$ cat config.mk
export PLATFORM = sky130hd
export DESIGN_NAME = instruction_fetch_unit
export DESIGN_NICKNAME = d
export VERILOG_FILES = /design/src/rtl/flow_pkg.sv /design/src/rtl/fetch_timeout_counter.sv /design/src/rtl/instruction_fetch_unit.sv
export SDC_FILE = /design/constraint.sdc
export NUM_CORES = 1
export LEC_CHECK = 0
export ABC_AREA = 1
export CORE_AREA = 2 2 72 74
export CTS_CLUSTER_SIZE = 40
export DETAILED_ROUTE_END_ITERATION = 12
export DIE_AREA = 0 0 74 76
export HOLD_SLACK_MARGIN = 0.1
export PLACE_DENSITY = 0.84
export SLEW_MARGIN = 20
export SYNTH_ARGS = -nofsm -noshare
export SYNTH_HDL_FRONTEND = slang
export SYNTH_HIERARCHICAL = 1
export SYNTH_SLANG_ARGS = --single-unit
$ cat constraint.sdc
create_clock -name clk -period 3.3 [get_ports clk]
set_input_delay 0.33 -clock clk [delete_from_list [all_inputs] [get_ports clk]]
set_output_delay 0.33 -clock clk [all_outputs]
set_load 0.005 [all_outputs]
$ cat src/rtl/flow_pkg.sv
// Shared definitions for the instruction flow blocks (fetch, decode, regfile).
package flow_pkg;

   localparam int WORD_W = 16;

   localparam logic [WORD_W-1:0] RESET_PC_DEFAULT = 16'h0000;

   typedef enum logic [1:0] {
      ST_FETCH = 2'd0,
      ST_WAIT  = 2'd1,
      ST_HOLD  = 2'd2,
      ST_HALT  = 2'd3
   } fetch_state_t;

endpackage

$ cat src/rtl/fetch_timeout_counter.sv
// Counts cycles spent waiting on memory; expired marks the last allowed cycle.
module fetch_timeout_counter #(
   parameter int TIMEOUT_CYCLES = 16,
   parameter int TIMEOUT_W      = 5
) (
   input  logic clk,
   input  logic rst,
   input  logic clear,
   input  logic enable,
   output logic expired
);

   localparam logic [TIMEOUT_W-1:0] LAST = TIMEOUT_W'(TIMEOUT_CYCLES - 1);

   logic [TIMEOUT_W-1:0] count;

   always_ff @(posedge clk) begin
      if (rst || clear) begin
         count <= '0;
      end else if (enable && !expired) begin
         count <= count + TIMEOUT_W'(1);
      end
   end

   assign expired = (count == LAST);

endmodule

$ cat src/rtl/instruction_fetch_unit.sv
// Program counter owner: fetches instruction words over a req/ack handshake and
// holds each one for the decoder until it advances or redirects.
module instruction_fetch_unit
   import flow_pkg::*;
#(
   parameter logic [WORD_W-1:0] RESET_PC       = RESET_PC_DEFAULT,
   parameter int                TIMEOUT_CYCLES = 16,
   parameter int                TIMEOUT_W      = 5
) (
   input  logic              clk,
   input  logic              rst,
   output logic              mem_req,
   output logic [WORD_W-1:0] mem_addr,
   input  logic              mem_ack,
   input  logic [WORD_W-1:0] mem_rdata,
   output logic [WORD_W-1:0] instruction,
   output logic              instruction_valid,
   input  logic              program_counter_increment,
   input  logic              jump_enable,
   input  logic [WORD_W-1:0] jump_target,
   input  logic              stall,
   output logic [WORD_W-1:0] pc,
   output logic              fetch_error
);

   // state | meaning
   // FETCH | raise request for the word at pc
   // WAIT  | request outstanding, timeout counter running
   // HOLD  | word valid for the decoder, waiting for advance or redirect
   // HALT  | fetch timed out, frozen until reset

   fetch_state_t      state;
   fetch_state_t      state_next;
   logic [WORD_W-1:0] pc_next;
   logic [WORD_W-1:0] instruction_next;
   logic              error_next;
   logic              tmo_clear;
   logic              tmo_enable;
   logic              tmo_expired;

   fetch_timeout_counter #(
      .TIMEOUT_CYCLES(TIMEOUT_CYCLES),
      .TIMEOUT_W     (TIMEOUT_W)
   ) u_timeout (
      .clk    (clk),
      .rst    (rst),
      .clear  (tmo_clear),
      .enable (tmo_enable),
      .expired(tmo_expired)
   );

   always_ff @(posedge clk) begin
      if (rst) begin
         state       <= ST_FETCH;
         pc          <= RESET_PC;
         instruction <= '0;
         fetch_error <= 1'b0;
      end else begin
         state       <= state_next;
         pc          <= pc_next;
         instruction <= instruction_next;
         fetch_error <= error_next;
      end
   end

   always_comb begin
      state_next       = state;
      pc_next          = pc;
      instruction_next = instruction;
      error_next       = fetch_error;
      tmo_clear        = 1'b1;
      tmo_enable       = 1'b0;
      case (state)
         ST_FETCH: begin
            state_next = ST_WAIT;
         end
         ST_WAIT: begin
            // An ack on the threshold cycle still wins over the timeout.
            if (mem_ack) begin
               instruction_next = mem_rdata;
               state_next       = ST_HOLD;
            end else if (tmo_expired) begin
               error_next = 1'b1;
               state_next = ST_HALT;
            end else begin
               tmo_clear  = 1'b0;
               tmo_enable = 1'b1;
            end
         end
         ST_HOLD: begin
            if (!stall) begin
               if (jump_enable) begin
                  pc_next    = jump_target;
                  state_next = ST_FETCH;
               end else if (program_counter_increment) begin
                  pc_next    = pc + 16'd1;
                  state_next = ST_FETCH;
               end
            end
         end
         ST_HALT: begin
            state_next = ST_HALT;
         end
         default: begin
            state_next = ST_FETCH;
         end
      endcase
   end

   // Gated by rst so memory never sees a request while reset is held.
   assign mem_req           = ((state == ST_FETCH) || (state == ST_WAIT)) && !rst;
   assign mem_addr          = pc;
   assign instruction_valid = (state == ST_HOLD);

endmodule

==> Yosys cells after proc, flatten, opt, wreduce, memory -nomap -nowiden <==
Cells that the tools add are included.
{ "op_classes": {"n_mux": 14, "n_reduce_logical": 12, "eq_ne": 7, "addsub": 2, "n_bitwise": 2} }
{ "op_table": {"columns": ["operator", "n"], "rows": [
  ["16-bit two-way mux", 2],
  ["16-bit by 1-bit adder with 16-bit output, second input constant", 1],
  ["2-bit two-way mux", 5],
  ["3-bit AND reduction", 3],
  ["2-bit one-hot mux with 4 select lines", 1],
  ["1-bit two-way mux", 6],
  ["5-bit by 1-bit adder with 5-bit output, second input constant", 1],
  ["5-bit by 4-bit == test with 1-bit output, second input constant", 1],
  ["2-bit == test, second input constant", 2],
  ["3-bit by 1-bit inequality test with 1-bit output, second input constant", 1],
  ["3-bit by 2-bit inequality test with 1-bit output, second input constant", 1],
  ["2-bit by 1-bit == test with 1-bit output, second input constant", 1],
  ["1-bit logical AND", 2],
  ["1-bit zero test", 2],
  ["2-bit zero test", 1],
  ["1-bit logical OR", 2],
  ["2-bit inequality test, second input constant", 1],
  ["1-bit inverter", 2],
  ["2-bit AND reduction", 1],
  ["2-bit nonzero test", 1]
]} }
{ "word_totals": {"in_bits": 38, "out_inout_bits": 51, "regBits": 40, "word_cells": 42} }

==> Depth between registers and ports, before layout <==
{ "logic_depth": {"ltp_word": 5, "ltp_mapped": 10} }

==> By module <==
Netlist, hierarchy kept.
{ "by_module_without_submodules": {"columns": ["mod", "cells_each", "instances", "area_per_inst_um2", "seq_area_each_um2"], "rows": [
  ["instruction_fetch_unit", 295, 1, 1933.1, 700.7],
  ["fetch_timeout_counter", 34, 1, 270.3, 100.1]
]} }

==> Worst setup path after synthesis <==
Ideal clock, no wire load.
{ "synth_timing": {"path_type": "reg2reg", "start": "register u_timeout.count[0]", "end": "register u_timeout.count[0]", "setup_ns": 0.070, "t_required_ns": 3.230, "setup_slack_ns": 1.757, "stages_incl_launch_ff": 10, "arrival_ns": 1.473, "cell_sequence": "dfxtp_1 > ha_1 > inv_1 > nor2_1 > ha_1 > nor2_1 > inv_1 > nor2_8 > o21ai_1 > a21oi_1"} }
{ "synth_via": {"elab_chain_len": 5, "word_cells_on_any_way": 11} }
{ "synth_lines": {"columns": ["element", "line_no", "rtl"], "rows": [
  ["start, declared", "fetch_timeout_counter.sv:15", "logic [TIMEOUT_W-1:0] count;"],
  ["start signal, assigned", "fetch_timeout_counter.sv:21", "count <= count + TIMEOUT_W'(1);"],
  ["5-bit by 4-bit == test with 1-bit output", "fetch_timeout_counter.sv:25", "assign expired = (count == LAST);"],
  ["net tmo_expired", "instruction_fetch_unit.sv:39", "logic tmo_expired;"],
  ["1-bit two-way mux", "instruction_fetch_unit.sv:82", "end else if (tmo_expired) begin"],
  ["1-bit two-way mux", "instruction_fetch_unit.sv:79", "if (mem_ack) begin"],
  ["1-bit two-way mux", "instruction_fetch_unit.sv:73", "case (state)"],
  ["net tmo_enable", "instruction_fetch_unit.sv:38", "logic tmo_enable;"],
  ["1-bit logical AND", "fetch_timeout_counter.sv:20", "end else if (enable && !expired) begin"]
]} }
The timed path passes the listed nets, and every way through them passes these cells.
A chain may end at the register's enable or synchronous reset.

==> Worst setup path after layout <==
{ "layout_timing": {"start": "input jump_enable", "end": "register pc[10], in the netlist mem_addr[10]"} }
{ "layout_via": {"elab_chain_len": 2, "word_cells_on_any_way": 3} }
{ "layout_lines": {"columns": ["element", "line_no", "rtl"], "rows": [
  ["start, declared", "instruction_fetch_unit.sv:19", "input logic jump_enable,"],
  ["2-bit nonzero test (no source line)", null, null],
  ["3-bit AND reduction (no source line)", null, null],
  ["end signal, assigned", "instruction_fetch_unit.sv:60", "pc <= pc_next;"],
  ["end, declared", "instruction_fetch_unit.sv:22", "output logic [WORD_W-1:0] pc,"]
]} }
Several ways; a longest one is shown, not always the timed one.

==> flow_summary.html <==
<table>
<tr><th>Metric</th><th>Value</th></tr>
<tr><th colspan="2">Global route</th></tr>
<tr><td>Number of antenna violations at the first check in global routing</td><td>0</td></tr>
<tr><td>Vias in the first global route</td><td>about 2100</td></tr>
<tr><td>Aggregate global routing overflow</td><td>0</td></tr>
<tr><td>Global-route wire length before repair</td><td>between 8000 and 9000 µm</td></tr>
<tr><td>Total global-route track usage</td><td>between 10% and 20%</td></tr>
<tr><td>Largest net degree at the start of global routing</td><td>34</td></tr>
<tr><th colspan="2">Layout</th></tr>
<tr><td>Finished layout cell area</td><td>between 3000 and 4000 µm²</td></tr>
<tr><td>Final core utilization</td><td>between 60% and 70%</td></tr>
<tr><td>Net count reported at finish</td><td>around 440</td></tr>
<tr><td>Post-Layout Cell Count</td><td>469</td></tr>
<tr><td>Number of filler cells placed in the layout</td><td>around 450</td></tr>
<tr><td>Footprint of the multi-input gates</td><td>between 1000 and 1500 µm²</td></tr>
<tr><td>Area of all sequential standard cells</td><td>801 µm²</td></tr>
<tr><td>Area growth from synthesis to layout</td><td>41.5%</td></tr>
<tr><td>Antenna diode count</td><td>0</td></tr>
<tr><td>Share of final-layout standard cells stronger than drive strength 1</td><td>slightly above 8%</td></tr>
<tr><th colspan="2">Clock tree</th></tr>
<tr><td>Clock tree from TritonCTS</td><td>built</td></tr>
<tr><td>Number of clock buffers inserted by TritonCTS</td><td>5</td></tr>
<tr><td>Buffer type at the clock tree root</td><td>sky130_fd_sc_hd__clkbuf_8</td></tr>
<tr><td>Cts hold-fix bufs</td><td>0</td></tr>
<tr><td>Max Root-Sink Buffers</td><td>2</td></tr>
<tr><td>Clock transition at the register clock pins on the worst setup and hold paths after CTS</td><td>~70 ps</td></tr>
<tr><td>PostCTS Resize Cnt</td><td>0</td></tr>
<tr><td>Clock insertion delay at the later pin of the skew report</td><td>just under 300 ps</td></tr>
<tr><td>CTS HTree Levels</td><td>2</td></tr>
<tr><td>Post-CTS Setup Bufs</td><td>0</td></tr>
<tr><td>Sink count of the clock tree</td><td>40</td></tr>
<tr><th colspan="2">Setup path</th></tr>
<tr><td>Critical path class</td><td>in2reg</td></tr>
<tr><td>WP data required</td><td>between 3000 and 4000 ps</td></tr>
<tr><td>Arrival time at the worst endpoint</td><td>around 2100 ps</td></tr>
<tr><td>Crit start category</td><td>input pin</td></tr>
<tr><td>Type of element capturing the critical path</td><td>register</td></tr>
<tr><td>Maximum net fanout on the critical path</td><td>22</td></tr>
<tr><th colspan="2">Yosys</th></tr>
<tr><td>Average footprint of a synthesized cell</td><td>approximately 6.7 µm²</td></tr>
<tr><td>Mapped Cells</td><td>about 330</td></tr>
<tr><td>Seq/Total Area, Yosys</td><td>a little over a third</td></tr>
<tr><td>Synthesized net count</td><td>370</td></tr>
<tr><td>Number of distinct library cells after synthesis</td><td>31</td></tr>
<tr><td>Seq cells post-synth</td><td>40</td></tr>
<tr><td>Cell type with the largest total area after synthesis</td><td>sky130_fd_sc_hd__dfxtp_1</td></tr>
<tr><td>Post-synth design cell area</td><td>2200 µm²</td></tr>
<tr><td>Synthesis warning total</td><td>6</td></tr>
<tr><td>Portion of synthesized cell area occupied by the leading cell type</td><td>between 30% and 40%</td></tr>
<tr><td>Dominant cells by area after synthesis</td><td>sky130_fd_sc_hd__dfxtp_1, sky130_fd_sc_hd__nand2_1, sky130_fd_sc_hd__a21oi_1, sky130_fd_sc_hd__nor2_1, sky130_fd_sc_hd__buf_4</td></tr>
<tr><th colspan="2">STA</th></tr>
<tr><td>Min Tclk post-route</td><td>around 1900 ps</td></tr>
<tr><td>Clock Skew</td><td>approximately 4.9 ps</td></tr>
<tr><td>Worst slew margin relative to its limit</td><td>between 70 and 80%</td></tr>
<tr><td>Setup Viol. Count Final</td><td>0</td></tr>
<tr><td>Ratio of final minimum period to clock period</td><td>between 50% and 60%</td></tr>
<tr><td>Setup repair after global routing missed its margin</td><td>no</td></tr>
<tr><td>Final slew viol count</td><td>0</td></tr>
<tr><td>Fin. Hold Viols</td><td>0</td></tr>
<tr><td>Min setup slack post-route</td><td>between 1000 and 1500 ps</td></tr>
<tr><td>Setup Total Neg Slack</td><td>0 ps</td></tr>
<tr><td>Worst Tran Pin Value</td><td>approximately 400 ps</td></tr>
<tr><td>Peak clock frequency supported by timing</td><td>539 MHz</td></tr>
<tr><th colspan="2">Floorplanning</th></tr>
<tr><td>Die extent in y</td><td>between 70 and 80 µm</td></tr>
<tr><td>Die X-Extent</td><td>between 70 and 80 µm</td></tr>
<tr><td>Initial core utilization</td><td>between 40% and 50%</td></tr>
<tr><td>Die area</td><td>roughly 5600 µm²</td></tr>
<tr><td>Core region area</td><td>slightly below 5000 µm²</td></tr>
<tr><td>Site row count</td><td>26</td></tr>
<tr><td>I/O pin count</td><td>just under 90</td></tr>
<tr><th colspan="2">Worst hold path</th></tr>
<tr><td>Class of the worst hold path</td><td>reg2reg</td></tr>
<tr><th colspan="2">Route</th></tr>
<tr><td>Total via count after detailed routing</td><td>2279</td></tr>
<tr><td>Pre-Repair DR Iteration Count</td><td>5</td></tr>
<tr><td>Initial DRC count</td><td>roughly 130</td></tr>
<tr><td>Post-detailed-routing wire length</td><td>5290 µm</td></tr>
<tr><td>Via density</td><td>a little under 5</td></tr>
<tr><td>Final routed wire length divided by cell count</td><td>roughly 11 µm</td></tr>
<tr><td>Detailed-route DRC error count</td><td>0</td></tr>
<tr><td>Antenna Nets Post-Route</td><td>0</td></tr>
<tr><th colspan="2">Job</th></tr>
<tr><td>Max-cap violations</td><td>0</td></tr>
<tr><th colspan="2">Power</th></tr>
<tr><td>IR Drop Worst-Case VDD</td><td>about 0.27 mV</td></tr>
<tr><td>Total leakage power</td><td>1.14 nW</td></tr>
<tr><td>Power density of the placed cells</td><td>between 300 and 400 nW/µm²</td></tr>
<tr><th colspan="2">Placed design</th></tr>
<tr><td>GPL Wtd Cong</td><td>slightly below 0.8</td></tr>
<tr><td>Post-DP HPWL</td><td>about 3900 µm</td></tr>
<tr><td>Number of placed instances with taps included</td><td>roughly 460</td></tr>
<tr><td>Worst setup slack before clock tree synthesis</td><td>between 1000 and 1500 ps</td></tr>
<tr><td>Port Buffers</td><td>just under 90</td></tr>
<tr><td>Area after detailed placement</td><td>~3000 µm²</td></tr>
<tr><th colspan="2">Outcome</th></tr>
<tr><td>Outcome</td><td>complete, no violations</td></tr>
</table>
## final timing paths
| check | from | slack (ps) | end | depth (start not counted) |
|---|---|---|---|---|
| setup / recovery | jump_enable | 1440 | mem_addr[10]$_SDFFE_PP0P_ | 8 |
| hold / removal | instruction[1]$_SDFFE_PP0P_ | 470 | instruction[1]$_SDFFE_PP0P_ | 2 |
| setup reg to reg | u_timeout/count[0]$_SDFFE_PP0P_ | 1590 | u_timeout/count[1]$_SDFFE_PP0P_ | 9 |
| hold reg to reg | instruction[1]$_SDFFE_PP0P_ | 470 | instruction[1]$_SDFFE_PP0P_ | 2 |
## metal layers
metal	share of wire (%)	up-vias	wire length (µm)	track usage, %
met4	0.96	0	51	8.00
met1	40	1002	2090	21.6
met2	49	96	2620	32.5
met3	10	6	527	7.94
li1	-	1175	-	-
met5	0	-	0	0
## layout make-up
class / count / area share, %
clock inverters: 1 / 0.963
repair buffers: 90 / 28.7
inverters: 28 / 3.45
clock buffers: 7 / 3.09
flip-flops and latches: 40 / 25.7
multi-input cells: 233 / 35.3
well taps: 70 / 2.81
## per-stage QoR
stage	power (W)	hold WS, ps
floorplan	0.000606	451
global placement	0.000695	450
detailed placement	0.000697	457
CTS	0.00113	469
global route	0.00117	490
finish	0.00112	466
## registers in the layout (all words and copies together), names as in the netlist
signal and count:
fetch_error 1, instruction 16, mem_addr 16, state 2, u_timeout/count 5
## layout by cell type (no fill, tap or decap), types with 2 or more instances in the layout
cell type and n:
sky130_fd_sc_hd__o21ai_0 11, sky130_fd_sc_hd__buf_4 2, sky130_fd_sc_hd__o21ai_1 7, sky130_fd_sc_hd__nand4_1 2, sky130_fd_sc_hd__inv_2 7, sky130_fd_sc_hd__nor3_1 2, sky130_fd_sc_hd__a21oi_1 35, sky130_fd_sc_hd__nor2_4 2
sky130_fd_sc_hd__nor2_1 38, sky130_fd_sc_hd__ha_1 3, sky130_fd_sc_hd__clkdlybuf4s50_1 88, sky130_fd_sc_hd__a21oi_2 2, sky130_fd_sc_hd__nor2_2 5, sky130_fd_sc_hd__o21ai_2 2, sky130_fd_sc_hd__inv_1 20, sky130_fd_sc_hd__o31ai_1 2
sky130_fd_sc_hd__nand2_1 97, sky130_fd_sc_hd__dfxtp_1 40, sky130_fd_sc_hd__clkbuf_8 7, sky130_fd_sc_hd__nand3_1 16
## synth_stat cells
| library cell | number |
|---|---|
| sky130_fd_sc_hd__inv_1 | 20 |
| sky130_fd_sc_hd__nor2_4 | 2 |
| sky130_fd_sc_hd__o21ai_2 | 2 |
| sky130_fd_sc_hd__a22o_1 | 1 |
| sky130_fd_sc_hd__buf_6 | 3 |
| sky130_fd_sc_hd__o21ai_1 | 7 |
| sky130_fd_sc_hd__o21ai_0 | 11 |
| sky130_fd_sc_hd__buf_2 | 3 |
| sky130_fd_sc_hd__o21bai_1 | 1 |
| sky130_fd_sc_hd__nor2_2 | 5 |
| sky130_fd_sc_hd__nand4_1 | 2 |
| sky130_fd_sc_hd__nor3_1 | 2 |
| sky130_fd_sc_hd__nand3_2 | 1 |
| sky130_fd_sc_hd__nand3b_1 | 1 |
| sky130_fd_sc_hd__dfxtp_1 | 40 |
| sky130_fd_sc_hd__a21oi_1 | 35 |
| sky130_fd_sc_hd__inv_4 | 1 |
| sky130_fd_sc_hd__nand3_1 | 16 |
| sky130_fd_sc_hd__o31ai_1 | 2 |
| sky130_fd_sc_hd__ha_1 | 3 |
| sky130_fd_sc_hd__nand2_1 | 97 |
| sky130_fd_sc_hd__nor2_1 | 38 |
| sky130_fd_sc_hd__nand2_2 | 1 |
| sky130_fd_sc_hd__a21oi_2 | 2 |
| sky130_fd_sc_hd__nor2_8 | 1 |
| sky130_fd_sc_hd__o21bai_2 | 1 |
| sky130_fd_sc_hd__inv_2 | 7 |
| sky130_fd_sc_hd__a31oi_1 | 1 |
| sky130_fd_sc_hd__clkbuf_1 | 5 |
| sky130_fd_sc_hd__or2_1 | 1 |
| sky130_fd_sc_hd__buf_4 | 17 |
## worst max-delay path, stage by stage
cell and delay, ps:
sky130_fd_sc_hd__clkdlybuf4s50_1 450, sky130_fd_sc_hd__buf_4 230, sky130_fd_sc_hd__o21bai_1 160, sky130_fd_sc_hd__nor2_4 350
sky130_fd_sc_hd__inv_2 220, sky130_fd_sc_hd__a21oi_1 150, sky130_fd_sc_hd__o21ai_0 80, sky130_fd_sc_hd__nor2_1 100
## kinds of logic (layout without fill, tap and decap cells)
family | count (synthesis) | in the layout | synth area share (%)
AND/OR/NAND/NOR | 167 | 167 | 32.4
buffers and inverters | 56 | 126 | 13.7
flip-flops | 40 | 40 | 36.3
AO/OA/AOI/OAI | 63 | 63 | 15.8
adder cells (fa/ha/maj) | 3 | 3 | 1.70
## power breakdown
group / total [W] / internal (W) / switching [W]
clock network: 0.000433 / 0.000267 / 0.000166
registers: 0.000515 / 0.000500 / 0.0000157
logic: 0.000169 / 0.0000965 / 0.0000730
Note: power is estimated with default switching activity, not from simulation.
==> variant (same flow settings) <==
`TIMEOUT_W` is set to 5 in 2 places; all go to 10.
--- a/src/rtl/fetch_timeout_counter.sv
+++ b/src/rtl/fetch_timeout_counter.sv
@@ -1,7 +1,7 @@
 // Counts cycles spent waiting on memory; expired marks the last allowed cycle.
 module fetch_timeout_counter #(
    parameter int TIMEOUT_CYCLES = 16,
-   parameter int TIMEOUT_W      = 5
+   parameter int TIMEOUT_W      = 10
 ) (
    input  logic clk,
    input  logic rst,
--- a/src/rtl/instruction_fetch_unit.sv
+++ b/src/rtl/instruction_fetch_unit.sv
@@ -5,7 +5,7 @@
 #(
    parameter logic [WORD_W-1:0] RESET_PC       = RESET_PC_DEFAULT,
    parameter int                TIMEOUT_CYCLES = 16,
-   parameter int                TIMEOUT_W      = 5
+   parameter int                TIMEOUT_W      = 10
 ) (
    input  logic              clk,
    input  logic              rst,
Behaviour: same outputs for any inputs over 10 cycles, from zero or initial values and one cycle with rst high; that may be too few to reach the edited logic, so the function may still have changed.
==> variant against the unedited design <==
Die area unchanged. Highest routed layer unchanged. Clock power about the same. Sequential cell count up 5. Setup slack worse by 0.18 ns. Final area up 10%. Wire length up 20%. Register-to-register slack worse by 0.33 ns. First-iteration DRC count down 23%. Synthesized area up 14%. Cell count up 13%. Power up 5.7%. Critical endpoint is now u_timeout/count[3]$_SDFFE_PP0P_.
==> variant: results (changes against the unedited design) <==
global_route:
  grt_pass1_vias: 2564  # +20%
  grt_usage_pct: 23.6  # +4.1 points
  grt_pass1_wl_mm: 10.8  # +23%
critical_path:
  worstPathMaxFanout: 7  # -68%
  r2r_setup_slack_ns: 1.26  # -0.33 ns
  cp-startpoint: "u_timeout/count[0]$_SDFFE_PP0P_"
  critPathMaxStageDelay_ns: 0.36  # -0.09 ns
  critPathTopFamily: "simple AND/OR/NAND/NOR gates"
  cp_slowest_cell: "nor2_1"
  r2r_cells: 10  # +1
power:
  clk-power_mw: 0.434  # about the same
  cellLeakagePower_nw: 1.28  # +12%
drt:
  vias_per_cell: 5.00  # +3.0%
  first_pass_iters: 4  # -1
worst_hold_path:
  min-delay-start: "instruction[8]$_SDFFE_PP0P_"
  hold_end: "instruction[8]$_SDFFE_PP0P_"
synthesis:
  synthTopCellsByArea: "dfxtp_1, nand2_1, nor2_1, a21oi_1, buf_4"
  synth_seq_area_share_pct: 35.8  # -0.56 points
  ys_types: 29  # -6.5%
  synthCells: 391  # +19%
place:
  dpl.hpwl_mm: 4.74  # +23%
  dp_cells: 524  # +14%
final_layout:
  nets: 501  # +14%
  fin_cells: 532  # +13%
  nFillCells: 437  # -3.3%
outcome:
  status: "finished, final reports clean"
timing:
  worst_pin_slew_ns: 0.431  # +0.0283 ns
  fin_worst_skew_ns: 0.00329  # -0.00166 ns
-- variant: layout make-up --
cell class              instances  area share [%]
clock inverters                 1           0.876
flip-flops and latches         45            26.3
well taps                      70            2.55
inverters                      37            4.05
repair buffers                 91            26.3
clock buffers                   7            2.52
multi-input cells             281            37.4
-- variant: kinds of logic (layout without fill, tap and decap cells) --
group | count (synthesis) | count (layout) | share of synthesized area [%]
XOR/XNOR | 1 | 1 | 0.348
AO/OA/AOI/OAI | 63 | 63 | 13.5
buffers and inverters | 65 | 136 | 13.3
AND/OR/NAND/NOR | 215 | 215 | 36.1
adder cells (fa/ha/maj) | 2 | 2 | 0.994
flip-flops | 45 | 45 | 35.8
-- variant: stage by stage --
step / worst slack, ns / area, um^2 / total power, mW / hold WS, ns / utilization (%)
floorplan: 1.62 / 2520 / 0.667 / 0.460 / -
global placement: 1.17 / 3310 / 0.757 / 0.450 / 67.4
detailed placement: 1.12 / 3310 / 0.760 / 0.455 / 67.4
CTS: 1.29 / 3430 / 1.19 / 0.467 / 69.8
global route: 1.05 / 3430 / 1.23 / 0.489 / 69.8
finish: 1.26 / 3430 / 1.18 / 0.463 / 69.8
-- variant: worst reg2reg max path, stage by stage, from the launching register on --
cell	delay, ns
dfxtp_1	0.35
ha_1	0.28
nand3_2	0.13
nor3_1	0.09
nor2_1	0.36
inv_1	0.08
nor2_1	0.28
inv_1	0.19
nor2_1	0.13
nand2_1	0.06
inv_1	0.04
-- variant: per-layer routing --
| layer | GRT usage [%] | part of all wire [%] |
|---|---|---|
| met1 | 27.4 | 42 |
| met2 | 41.7 | 51 |
| met3 | 5.56 | 6.3 |
| met4 | 7.82 | 0.97 |
| met5 | 0 | 0 |
